--- src/rtl/switch_cfg_loader.sv ---
// Routing-entry frame loader: validates entries into a shadow, commits atomically to cfg_out.
// Optional trailing XOR checksum word: define CFG_CHECKSUM_EN.
module switch_cfg_loader #(
    parameter int NTB = 5,
    parameter int NLR = 4
) (
    input  logic                           clk,
    input  logic                           rst_n,
    input  logic                           start,
    input  logic [5:0]                     din,
    input  logic                           din_valid,
    output logic                           din_ready,
    output logic [6*(2*NTB+2*NLR)-1:0]     cfg_out,
    output logic                           cfg_commit,
    output logic                           busy,
    output logic                           err
);

    localparam int NENT = 2*NTB + 2*NLR;
    localparam int CW   = $clog2(NENT);
    localparam int W    = 6*NENT;

    localparam logic [CW-1:0] C_BOT  = CW'(NTB);
    localparam logic [CW-1:0] C_LEFT = CW'(2*NTB);
    localparam logic [CW-1:0] C_RGT  = CW'(2*NTB+NLR);
    localparam logic [CW-1:0] C_LAST = CW'(NENT-1);

    typedef enum logic [1:0] {S_IDLE, S_LOAD, S_CHECK, S_COMMIT} state_t;

    state_t         r_state;
    state_t         w_next;
    logic [CW-1:0]  r_cnt;
    logic [W-1:0]   r_shadow;
    logic [W-1:0]   r_cfg;
    logic           r_err;
    logic [W-1:0]   w_shadow_nxt;
    logic           w_xfer;
    logic           w_last;
    logic           w_go_commit;
    logic [2:0]     w_side;
    logic [3:0]     w_idx;
    logic [2:0]     w_dside;
    logic [3:0]     w_didx;
    logic [CW-1:0]  w_off;
    logic           w_rng_ok;
    logic           w_ok;
    logic [5:0]     w_word;
    logic           w_csum_ok;
`ifdef CFG_CHECKSUM_EN
    logic [5:0]     r_csum;
`endif

    assign w_xfer = din_valid && din_ready;
    assign w_last = (r_cnt == C_LAST);
    assign w_side = din[2:0];
    assign w_idx  = {1'b0, din[5:3]};

`ifdef CFG_CHECKSUM_EN
    assign w_csum_ok = (din == r_csum);
`else
    assign w_csum_ok = 1'b1;
`endif

    // Destination pin (side, index) of the entry currently being loaded
    always_comb begin
        w_dside = 3'd2;
        w_off   = r_cnt - C_RGT;
        if (r_cnt < C_BOT) begin
            w_dside = 3'd1;
            w_off   = r_cnt;
        end else if (r_cnt < C_LEFT) begin
            w_dside = 3'd3;
            w_off   = r_cnt - C_BOT;
        end else if (r_cnt < C_RGT) begin
            w_dside = 3'd4;
            w_off   = r_cnt - C_LEFT;
        end
        w_didx = 4'(w_off);
    end

    // Entry validation: side code, index range, self-loop
    always_comb begin
        w_rng_ok = 1'b0;
        unique case (w_side)
            3'd0:       w_rng_ok = 1'b1;
            3'd1, 3'd3: w_rng_ok = (w_idx < 4'(NTB));
            3'd2, 3'd4: w_rng_ok = (w_idx < 4'(NLR));
            default:    w_rng_ok = 1'b0;
        endcase
        w_ok   = w_rng_ok && !((w_side == w_dside) && (w_idx == w_didx));
        w_word = w_ok ? din : 6'd0;
    end

    // Shadow image including the entry being written this cycle
    always_comb begin
        w_shadow_nxt = r_shadow;
        if (r_cnt <= C_LAST)
            w_shadow_nxt[6*int'(r_cnt) +: 6] = w_word;
    end

    // FSM state register
    always_ff @(posedge clk or negedge rst_n) begin
        if (!rst_n)
            r_state <= S_IDLE;
        else
            r_state <= w_next;
    end

    // FSM next-state logic
    always_comb begin
        w_next = r_state;
        unique case (r_state)
            S_IDLE:   if (start) w_next = S_LOAD;
            S_LOAD: begin
                if (start)
                    w_next = S_LOAD;
                else if (w_xfer && w_last)
`ifdef CFG_CHECKSUM_EN
                    w_next = S_CHECK;
`else
                    w_next = S_COMMIT;
`endif
            end
            S_CHECK: begin
                if (start)
                    w_next = S_LOAD;
                else if (w_xfer)
                    w_next = w_csum_ok ? S_COMMIT : S_IDLE;
            end
            S_COMMIT: w_next = start ? S_LOAD : S_IDLE;
            default:  w_next = S_IDLE;
        endcase
    end

    // FSM outputs
    always_comb begin
        din_ready  = ((r_state == S_LOAD) || (r_state == S_CHECK)) && !start;
        cfg_commit = (r_state == S_COMMIT);
        busy       = (r_state != S_IDLE);
    end

    assign w_go_commit = (r_state != S_COMMIT) && (w_next == S_COMMIT);
    assign cfg_out     = r_cfg;
    assign err         = r_err;

    // Frame datapath: shadow, counter, sticky error, active config
    always_ff @(posedge clk or negedge rst_n) begin
        if (!rst_n) begin
            r_cnt    <= '0;
            r_shadow <= '0;
            r_cfg    <= '0;
            r_err    <= 1'b0;
`ifdef CFG_CHECKSUM_EN
            r_csum   <= '0;
`endif
        end else begin
            if (w_go_commit)
                r_cfg <= (r_state == S_LOAD) ? w_shadow_nxt : r_shadow;
            if (start) begin
                r_cnt    <= '0;
                r_shadow <= '0;
                r_err    <= 1'b0;
`ifdef CFG_CHECKSUM_EN
                r_csum   <= '0;
`endif
            end else if (w_xfer && r_state == S_LOAD) begin
                r_shadow <= w_shadow_nxt;
                r_cnt    <= r_cnt + 1'b1;
                if (!w_ok)
                    r_err <= 1'b1;
`ifdef CFG_CHECKSUM_EN
                r_csum   <= r_csum ^ din;
`endif
            end else if (w_xfer && r_state == S_CHECK) begin
                if (!w_csum_ok)
                    r_err <= 1'b1;
            end
        end
    end

endmodule
--- config.mk ---
export PLATFORM = sky130hd
export DESIGN_NAME = switch_cfg_loader
export DESIGN_NICKNAME = d
export VERILOG_FILES = /design/src/rtl/switch_cfg_loader.sv
export SDC_FILE = /design/constraint.sdc
export NUM_CORES = 1
export LEC_CHECK = 0
export ABC_AREA = 1
export CORE_MARGIN = 2
export CORE_UTILIZATION = 40
export CTS_BUF_LIST = sky130_fd_sc_hd__clkbuf_8
export DETAILED_ROUTE_END_ITERATION = 16
export DONT_BUFFER_PORTS = 1
export GPL_ROUTABILITY_DRIVEN = 0
export PLACE_DENSITY = 0.6
export SYNTH_ARGS = -nofsm -noshare
export SYNTH_HDL_FRONTEND = slang
export SYNTH_SLANG_ARGS = --single-unit
--- constraint.sdc ---
create_clock -name clk -period 7.7 [get_ports clk]
set_clock_uncertainty 0.05 [all_clocks]
set_input_delay 2.31 -clock clk [delete_from_list [all_inputs] [get_ports clk]]
set_output_delay 2.31 -clock clk [all_outputs]
set_load 0.01 [all_outputs]
* Yosys cells after proc, flatten, opt, wreduce, memory -nomap -nowiden *
Cells that the tools add are included.

word-level totals
  logic and storage cells = 74
  register bits = 224
  bits of input ports = 10
  output and inout bits = 112

operators by class
  order comparisons = 6
  reductions and logical operators = 17
  multipliers = 1
  shift-type cells = 2
  multiplexer cells = 25
  add/subtract/negate cells = 5
  eq/ne operators = 13

operators with widths
  kind                                                                          count
  108-bit 2-to-1 mux                                                            4
  108-bit bitwise mux                                                           1
  6-bit by 33-bit variable shift with 108-bit output, first input constant      1
  6-bit by 33-bit indexed part select with 108-bit output                       1
  8-bit negation with 33-bit output                                             1
  4-bit 2-to-1 mux                                                              3
  5-bit by 4-bit less-than comparator with 1-bit output, second input constant  2
  2-bit 2-to-1 mux                                                              5
  5-bit 2-to-1 mux                                                              2
  3-bit 2-to-1 mux                                                              3
  2-bit case mux with 4 select lines                                            1
  4-bit subtractor, second input constant                                       2
  1-bit logical AND                                                             7
  2-bit by 5-bit multiplier with 7-bit output, first input constant             1
  2-bit equality test, second input constant                                    3
  3-bit by 2-bit equality test with 1-bit output, second input constant         2
  3-bit less-than comparator, second input constant                             2
  6-bit 2-to-1 mux                                                              1
  5-bit by 1-bit adder with 5-bit output, second input constant                 1
  5-bit equality test, second input constant                                    1
  5-bit less-or-equal comparator, second input constant                         1
  5-bit by 3-bit less-than comparator with 1-bit output, second input constant  1
  3-bit by 4-bit equality test with 1-bit output                                1
  1-bit 2-to-1 mux                                                              4
  other kinds (14)                                                              18

* Depth between registers and ports, before layout *
  word-level depth = 14
  mapped depth = 26

* Worst setup path after synthesis *
No wires, ideal clock.

  kind = input to output
  start point = input port start
  end point = output port din_ready
  stages on the path = 1
  path buffers = 0
  data arrival time = 2.509 ns
  setup slack = 2.831 ns
  data required time = 5.340 ns
  path through = nor2_1

between the ends
  cells in the longest elaborated chain, start to end = 2

ends and longest elaborated chain
  element             RTL line  RTL
  start: declaration  9         input logic start,
  1-bit logical NOT   137       din_ready = ((r_state == S_LOAD) || (r_state == S_CHECK)) && !start;
  1-bit logical AND   137
  end: declaration    12        output logic din_ready,

No other way between the ends.

* Final worst setup path *
  start point = register r_cnt[0]
  end point = register r_cfg[70], in the netlist cfg_out[70]

between the ends
  cells in the longest elaborated chain, start to end = 13
  elaborated cells on any way between the ends = 33
  classes of those cells = add/sub: 4; mul: 1; order compare: 4; eq/ne: 4; shift: 2; mux: 13; reduce/logical: 5

ends and longest elaborated chain
  element                                                                     RTL line  RTL
  start: declaration                                                          32        logic [CW-1:0] r_cnt;
  start signal: assignment                                                    168       r_cnt <= r_cnt + 1'b1;
  branches (longest 13 deep; another with 8-bit negation with 33-bit output)  --
  end signal: assignment                                                      158       r_cfg <= (r_state == S_LOAD) ? w_shadow_nxt : r_shadow;
  end: declaration                                                            34        logic [W-1:0] r_cfg;

Parallel ways; which one is timed is not known.
A chain may end at the register's enable or synchronous reset.

==> out/metrics.cfg <==
[power]
power_frac_seq_pct = 30.4
p_clk_share_pct = 27.1
p_int_w = 0.00221
ir_drop_uv = 185
pwr-share-comb_pct = 42.5
powerDensity_nw_per_um2 = 297
p_leak_nw = 7.31
p_switching_w = 0.00201
swShare_pct = 47.6

[detailed_routing]
drt_iter0_drc = 957
drc = 0
first_pass_iters = 8
drtAntennaViolNets = 0
finalWirelength_mm = 40.9
wl_per_cell_um = 17.6
via_per_inst = 5.27
route.vias.total = 12265

[floorplan]
io_pins = 122
coreArea_um2 = 32400
die_w_um = 185
std_cell_rows = 66
dieArea_um2 = 34200
chipHeight_um = 185
initial_core_util_pct = 40.4

[clocking]
cts_setup_buffers = 0
worstSkewPairLatency_ns = 0.55
clockBufferDepth = 3
hold_buffers = 0
cts_resized = 0
cts_buffers = 42
tritoncts = done
path_clk_slew_ns = 0.07
numClockSinks = 224
cts.htree.levels = 2
cts-root-buf = clkbuf_8

[critical_path]
rr_startpoint = r_cnt[0]
cp.required_ns = 8.11
r2r.worst_path.cells = 17
worstSetupStartpointType = register
reg2reg_to = cfg_out[70]
critPathMaxFanout = 23
rrSetupSlack_ns = 2.31
cp.arrival_ns = 5.79
critPathCaptureType = register
path_class = register to register

[synth]
synth_cells = 1890
syn_avg_cell_area_um2 = 6.92
ys_seq_area_share_pct = 42.9
yosys_warnings = 0
ys.flop_type = dfrtp_1
syn-num-nets = 1922
ys_seq_elements = 224
synth_cell_types = 45
synth_area_um2 = 13100
asyncSetResetFlopFracSynth_pct = 100
synth_edf_count = 0

[layout]
diodes = 0
final_cells = 2329
syn2layout_area_growth_pct = 8.71
design_area_um2 = 14200
layout-drive-gt1-share_pct = 7.00
layout.nets = 1888

[grt]
grt-ovfl-total = 0
grt_pass1_wl_mm = 65.5
grt_max_degree = 225
track_usage_pct = 24.3
antenna_found_initial = 0
first_global_vias = 11920

[sta]
fmax_mhz = 186
finalSetupViolCount = 0
slew_violations = 0
fin_crit_sh_pct = 69.9
post-route-min-period_ns = 5.39
finalHoldViolCount = 0
rsz0062_at_grt = false
tightestPinTransition_ns = 1.14
fin_ws_ns = 2.31
max_slew_margin_pct = 23.8
fin_setup_tns_ns = 0
holdWs_ns = 0.458

[placement]
port_buffers = 0
placed_area_um2 = 13400
post-place-ws_ns = 2.19
dpl.hpwl_mm = 26.0
dp.cells = 2254

[worst_hold_path]
min_path_type = register to register
whs_path_depth = 2
hp-start = r_shadow[81]
holdPathEnd = r_shadow[81]

[run]
drv_cap = 0

[outcome]
status = complete, no violations

==> cell families (layout without fill, tap and decap cells) <==
kind of cell / count (synthesis) / in the layout / synth area share, %
xor gates and xnor gates: 4 / 4 / 0.325
DFF: 224 / 224 / 42.9
buffers and inverters: 267 / 264 / 7.85
AOI/OAI and AO/OA: 300 / 300 / 12.6
adders and majority gates: 22 / 22 / 2.22
and+or+nand+nor: 1073 / 1073 / 34.2
==> cells in the final DEF (no fill, tap or decap), types with 3 or more instances in the layout <==
cell      instances
nand2_1         758
dfrtp_1         224
inv_1           187
nor2_1          118
nand3_1         109
a21oi_1         101
o21ai_0          91
clkbuf_8         49
o22ai_1          48
o21ai_1          33
nand4_1          23
ha_1             19
nor2_2           17
inv_2            10
nor3_1           10
nand2_2           9
a22o_1            7
nor2_4            6
o211ai_1          6
clkinv_2          6
buf_4             6
o21ai_2           4
a21boi_0          4
nand3_4           3
nand2_4           3
or2_2             3
nor3_2            3
==> layer usage <==
| layer | global-route usage (%) | up-vias | part of all wire (%) |
|---|---|---|---|
| met5 | 0 | - | 0 |
| met4 | 7.46 | 0 | 2.3 |
| met2 | 38.5 | 385 | 45 |
| met3 | 6.69 | 67 | 8.3 |
| li1 | - | 5991 | - |
| met1 | 32.3 | 5822 | 44 |
==> synthesized netlist by cell type, types with 4 or more instances <==
cell type  count  area, um^2
nor2_2        16         100
o211ai_1       6        45.0
nor2_4         5        56.3
nand2_2        9        56.3
nand2_1      758        2850
o21ai_0       91         455
o21ai_1       33         165
a21boi_0       4        30.0
nor2_1       120         450
clkbuf_1      66         248
dfrtp_1      224        5610
buf_1         10        37.5
inv_2         10        37.5
nor3_1        10        50.1
a22o_1         7        61.3
nand3_1      110         551
a21oi_1      101         505
inv_1        171         642
o22ai_1       48         300
buf_2          5        25.0
ha_1          20         250
o21ai_2        4        35.0
nand4_1       23         144
==> critical path, cell delays in order (launching register included) <==
cell,delay [ns]
dfrtp_1,0.72
ha_1,0.33
inv_1,0.09
fa_1,0.66
nand2_1,0.13
nand2_1,0.09
and2_1,0.89
inv_2,0.44
nor2_1,0.67
inv_1,0.11
nor2_2,0.18
inv_2,0.08
nor2_1,0.34
inv_1,0.11
nand2_1,0.10
nand3_1,0.08
nand2_1,0.13
nand2_1,0.05
==> sequential cells by signal, summed over array words and instances, names as in the netlist <==
register  cells
cfg_out     108
r_state       2
r_shadow    108
r_cnt         5
err           1
==> stage by stage <==
stage | utilization (%) | total power [W]
after CTS | 43.9 | 0.00421
after global routing | 43.9 | 0.00447
after detailed placement | 41.4 | 0.00305
after floorplan | - | 0.00253
final | 43.9 | 0.00422
after global placement | 41.4 | 0.00305
==> final cells by class <==
| cell class | count | area, um^2 |
|---|---|---|
| clock buffers | 49 | 674 |
| clock inverters | 26 | 144 |
| fillers | 3374 | 18200 |
| inverters | 182 | 684 |
| multi-input cells | 1399 | 6490 |
| flip-flops and latches | 224 | 5610 |
| well taps | 442 | 553 |
| repair buffers | 7 | 65.1 |
==> power groups by stage <==
stage / combinational (W) / sequential [W] / clock (W)
global placement: 0.00175 / 0.00130 / 0
detailed placement: 0.00175 / 0.00130 / 0
floorplan: 0.00126 / 0.00128 / 0
finish: 0.00179 / 0.00128 / 0.00114
global route: 0.00195 / 0.00129 / 0.00123
CTS: 0.00176 / 0.00128 / 0.00117
==> worst max-delay path by stage <==
stage / start / endpoint / slack [ns]
final: r_cnt[0] / cfg_out[70] / 2.31
after global routing: r_cnt[0] / r_shadow[68] / 1.87
after CTS: r_cnt[0] / cfg_out[70] / 2.45
after detailed placement: start / cfg_out[97] / 2.19
after global placement: start / cfg_out[97] / 2.25
after floorplan: start / din_ready / 2.83
Power figures use the tool's default switching activity.
